===== src/rtl/c17_registered.sv =====
// ISCAS-85 c17 netlist (six 2-input NANDs) with a one-stage registered copy of
// its outputs and a valid flag, for use inside clocked evaluation harnesses.
module c17_registered (
    input  logic clk,
    input  logic rst,
    input  logic n1,
    input  logic n2,
    input  logic n3,
    input  logic n6,
    input  logic n7,
    input  logic in_valid,
    output logic n22,
    output logic n23,
    output logic n22_q,
    output logic n23_q,
    output logic out_valid
);

    // Each internal net is kept as its own NAND so the gate structure stays
    // visible to fault-injection and approximation tools.
    logic w_n10;
    logic w_n11;
    logic w_n16;
    logic w_n19;
    logic w_n22;
    logic w_n23;

    assign w_n10 = ~(n1 & n3);
    assign w_n11 = ~(n3 & n6);
    assign w_n16 = ~(n2 & w_n11);
    assign w_n19 = ~(w_n11 & n7);
    assign w_n22 = ~(w_n10 & w_n16);
    assign w_n23 = ~(w_n16 & w_n19);

    assign n22 = w_n22;
    assign n23 = w_n23;

    logic r_n22;
    logic r_n23;
    logic r_valid;

    // Data holds when no sample is offered; only the valid flag drops.
    always_ff @(posedge clk) begin
        if (rst) begin
            r_n22   <= 1'b0;
            r_n23   <= 1'b0;
            r_valid <= 1'b0;
        end else if (in_valid) begin
            r_n22   <= w_n22;
            r_n23   <= w_n23;
            r_valid <= 1'b1;
        end else begin
            r_valid <= 1'b0;
        end
    end

    assign n22_q     = r_n22;
    assign n23_q     = r_n23;
    assign out_valid = r_valid;

endmodule


===== config.mk =====
export PLATFORM = sky130hd
export DESIGN_NAME = c17_registered
export DESIGN_NICKNAME = d
export VERILOG_FILES = /design/src/rtl/c17_registered.sv
export SDC_FILE = /design/constraint.sdc
export NUM_CORES = 1
export LEC_CHECK = 0
export BUFFER_PORTS_ARGS = -buffer_cell sky130_fd_sc_hd__buf_4
export CAP_MARGIN = 15
export CORE_AREA = 2 2 39 41
export CTS_CLUSTER_SIZE = 16
export DETAILED_ROUTE_END_ITERATION = 16
export DIE_AREA = 0 0 41 43
export GPL_TIMING_DRIVEN = 1
export PLACE_DENSITY = 0.31
export SETUP_SLACK_MARGIN = 0.05
export SLEW_MARGIN = 25
export SYNTH_ARGS = -nofsm -noshare
export SYNTH_HDL_FRONTEND = slang
export SYNTH_SLANG_ARGS = --single-unit

===== constraint.sdc =====
create_clock -name clk -period 0.8 [get_ports clk]
set_input_delay 0 -clock clk [delete_from_list [all_inputs] [get_ports clk]]
set_output_delay 0 -clock clk [all_outputs]
set_load 0.02 [all_outputs]

; ---- Yosys cells after proc, flatten, opt, wreduce, memory -nomap -nowiden
; Index checks and enable logic that the tools add are counted.
[word_totals]
regBits = 3
input_bits = 8
word_cells = 16
[op_classes]
n_mux = 1
bitwise = 12
[ops]
columns = op, count
row1 = 1-bit AND, 6
row2 = 1-bit inverter, 6
row3 = 1-bit 2-to-1 mux, 1

; ---- Longest topological paths before layout
[depth]
depth_word = 6
depth_mapped = 2
depth_no_buf = 2

; ---- Worst setup path before layout
; No wires, ideal clock.
[synth_path]
path_kind = register -> register
from = register n22_q (netlist name)
to = register r_n22, in the netlist n22_q
setup_time_ns = 0.088
arrival_ns = 0.710
required_ns = 0.712
path_slack_ns = 0.002
stages_incl_launch_ff = 3
path_cell_list = dfxtp_1 -> nor2_1 -> a311oi_2
[synth_lines]
columns = item, line_no
row1 = to (signal assigned), 49  ; r_n22 <= w_n22;
row2 = to (decl), 38  ; logic r_n22;

==> impl_metrics.csv <==
group,metric,value,unit
outcome,status,"finished clean",
clock_tree,cts_tree,"done",
finish,layout-drive-gt1-share,0.625,
global_routing,grt_pass1_wl,627,um
die,rows,14,
pwr,leakage,0.147,nW
yosys,synth_xor_area_frac,0,
sta,hold_viol,0,
yosys,syn-num-nets,22,
finish,antenna_cells,0,
setup_path,crit_fanout,2,
placement,dpl_cell_area,249,um2
yosys,ys_types,10,
sta,tns,0,ns
sta,fmaxAchievable,1.39,GHz
finish,final_common_cell,"buf_4",
detailed_routing,drt-pass1-iter-count,1,
yosys,avgSynthCellArea,9.74,um2
sta,fin_skew,0,ns
die,die_w,41,um
clock_tree,htree_levels,1,
yosys,synth_area,136,um2
yosys,synth_compound_area_frac,0.248,
run,max_cap_violations,0,
detailed_routing,drt-initial-drc-count,0,
detailed_routing,vias,163,
yosys,synth_cells,14,
detailed_routing,viasPerCell,3.40,
sta,fin_crit_sh,0.900,
placement,place_congestion,0.618,
clock_tree,clock_sinks,3,
finish,nets,41,
clock_tree,cts_buffers,3,
setup_path,cpPeakStageDelay,0.31,ns
yosys,synthSimpleGateAreaFrac,0.312,
setup_path,path_cells,"nor3b_1 > a31o_1",
clock_tree,path_clk_slew,0.03,ns
global_routing,grt_pass1_vias,165,
clock_tree,cts_setup_buffers,0,
finish,stdcell_area,298,um2
sta,rsz0062_at_grt,"false",
yosys,yosysSeqAreaShare,0.440,
placement,io_buffers,12,
clock_tree,cts_buffer_depth,2,
setup_path,critPathRequiredTime,0.92,ns
global_routing,track_usage,0.0571,
worst_hold_path,hold_path.class,"primary input to register",
sta,worst_pin_slew,0.170,ns
finish,layout_common_cells,"buf_4, nand2_1, clkbuf_4",
sta,min_period,0.720,ns
setup_path,cpLargestDelayFamily,"flip-flops",
setup_path,critPathSlowestCell,"dfxtp_2",
detailed_routing,wire_per_inst,8.04,um
yosys,ys_warn_count,0,
yosys,synth_mux_area_frac,0,
detailed_routing,drc,0,
finish,area_growth_syn_to_layout,118,%
pwr,vdd_ir_drop_max,358,uV
die,start_util,0.0986,
setup_path,arrival,0.84,ns
setup_path,critical_path_buf_inv_count,0,
global_routing,antenna_found_initial,0,
clock_tree,clock_latency,0.23,ns
sta,maxSlewViolCount,0,
die,die_h,43,um
finish,fin_util,0.215,
setup_path,crit_type,"register to register",
die,dieArea,1760,um2
global_routing,grt-ovfl-total,0,
die,pin_count,13,
yosys,synth_top_family_by_area,"simple AND/OR/NAND/NOR gates",
detailed_routing,wl,386,um
clock_tree,cts_root_buf,"clkbuf_4",
detailed_routing,ant_nets,0,
die,coreArea,1380,um2
yosys,ys_ff_latch,3,
setup_path,cp-end-kind,"register",
global_routing,grt_max_degree,5,
setup_path,cp-start-kind,"register",
pwr,cellPowerDensity,1840,nW/um2
sta,setup_violations,0,
sta,relSlewSlack,0.886,
yosys,synthAdderAreaFrac,0,
-- sequential cells by signal (all words and copies together), names as in the netlist --
register,flops
n22_q,1
out_valid,1
n23_q,1
-- worst paths after layout --
check	start	endpoint	slack, ns	cells past startpoint
hold / removal	in_valid	out_valid$_SDFF_PP0_	0.03	2
setup / recovery	n23_q$_SDFFE_PP0P_	n23_q$_SDFFE_PP0P_	0.08	2
setup reg to reg	n23_q$_SDFFE_PP0P_	n23_q$_SDFFE_PP0P_	0.08	2
hold reg to reg	n22_q$_SDFFE_PP0P_	n22_q$_SDFFE_PP0P_	0.53	2
-- layout make-up --
cell class / count / area (um2)
clock buffers: 4 / 26.3
fillers: 154 / 1090
multi-input cells: 11 / 76.3
flip-flops and latches: 3 / 62.6
well taps: 16 / 20.0
repair buffers: 14 / 113
-- what timing repair did --
| action | in CTS | in global routing |
|---|---|---|
| hold buffers | 2 | 0 |
| resized for setup | 0 | 1 |
| hold endpoints to repair | 1 | 0 |
| endpoints found under the setup margin | 0 | 1 |
-- cell usage after synthesis (all sizes together) --
| master | instances | area [um2] |
|---|---|---|
| a21bo | 1 | 10.0 |
| a311oi | 1 | 15.0 |
| a31o | 1 | 8.76 |
| and2 | 1 | 6.26 |
| and2b | 1 | 7.51 |
| dfxtp | 3 | 60.1 |
| nand2 | 3 | 11.3 |
| nor2 | 1 | 3.75 |
| nor3b | 1 | 7.51 |
| or2 | 1 | 6.26 |
-- report_power, final --
part           switching (mW)  internal [mW]  total [mW]  leakage, nW
sequential            0.00391          0.162       0.166       0.0255
clock                  0.0717          0.186       0.258       0.0150
combinational          0.0537         0.0691       0.123        0.107
total                   0.129          0.418       0.547        0.147
-- through the flow --
step	cells	power (mW)	hold WS, ns	setup WS (ns)
2_1_floorplan	14	0.220	0.0605	0.0496
3_3_place_gp	42	0.284	0.175	0.0823
3_5_place_dp	42	0.284	0.177	0.0755
4_1_cts	48	0.563	0.0246	0.0743
5_1_grt	48	0.584	0.0359	0.0505
6_report	48	0.547	0.0349	0.0796
-- per-layer routing --
layer,track usage,routed length (um)
met4,0.0800,0
met1,0.0669,167
met3,0.0209,86
met2,0.0625,132
met5,0,0
-- logic make-up after synthesis --
group / after synthesis
simple gates: 8
flops: 3
compound gates: 3
-- worst register-to-register path, cell delays in order, from the launching register on --
cell and delay [ns]:
dfxtp_2 0.31, nor3b_1 0.13, a31o_1 0.18
No activity file was read; power rests on OpenSTA's default activity.
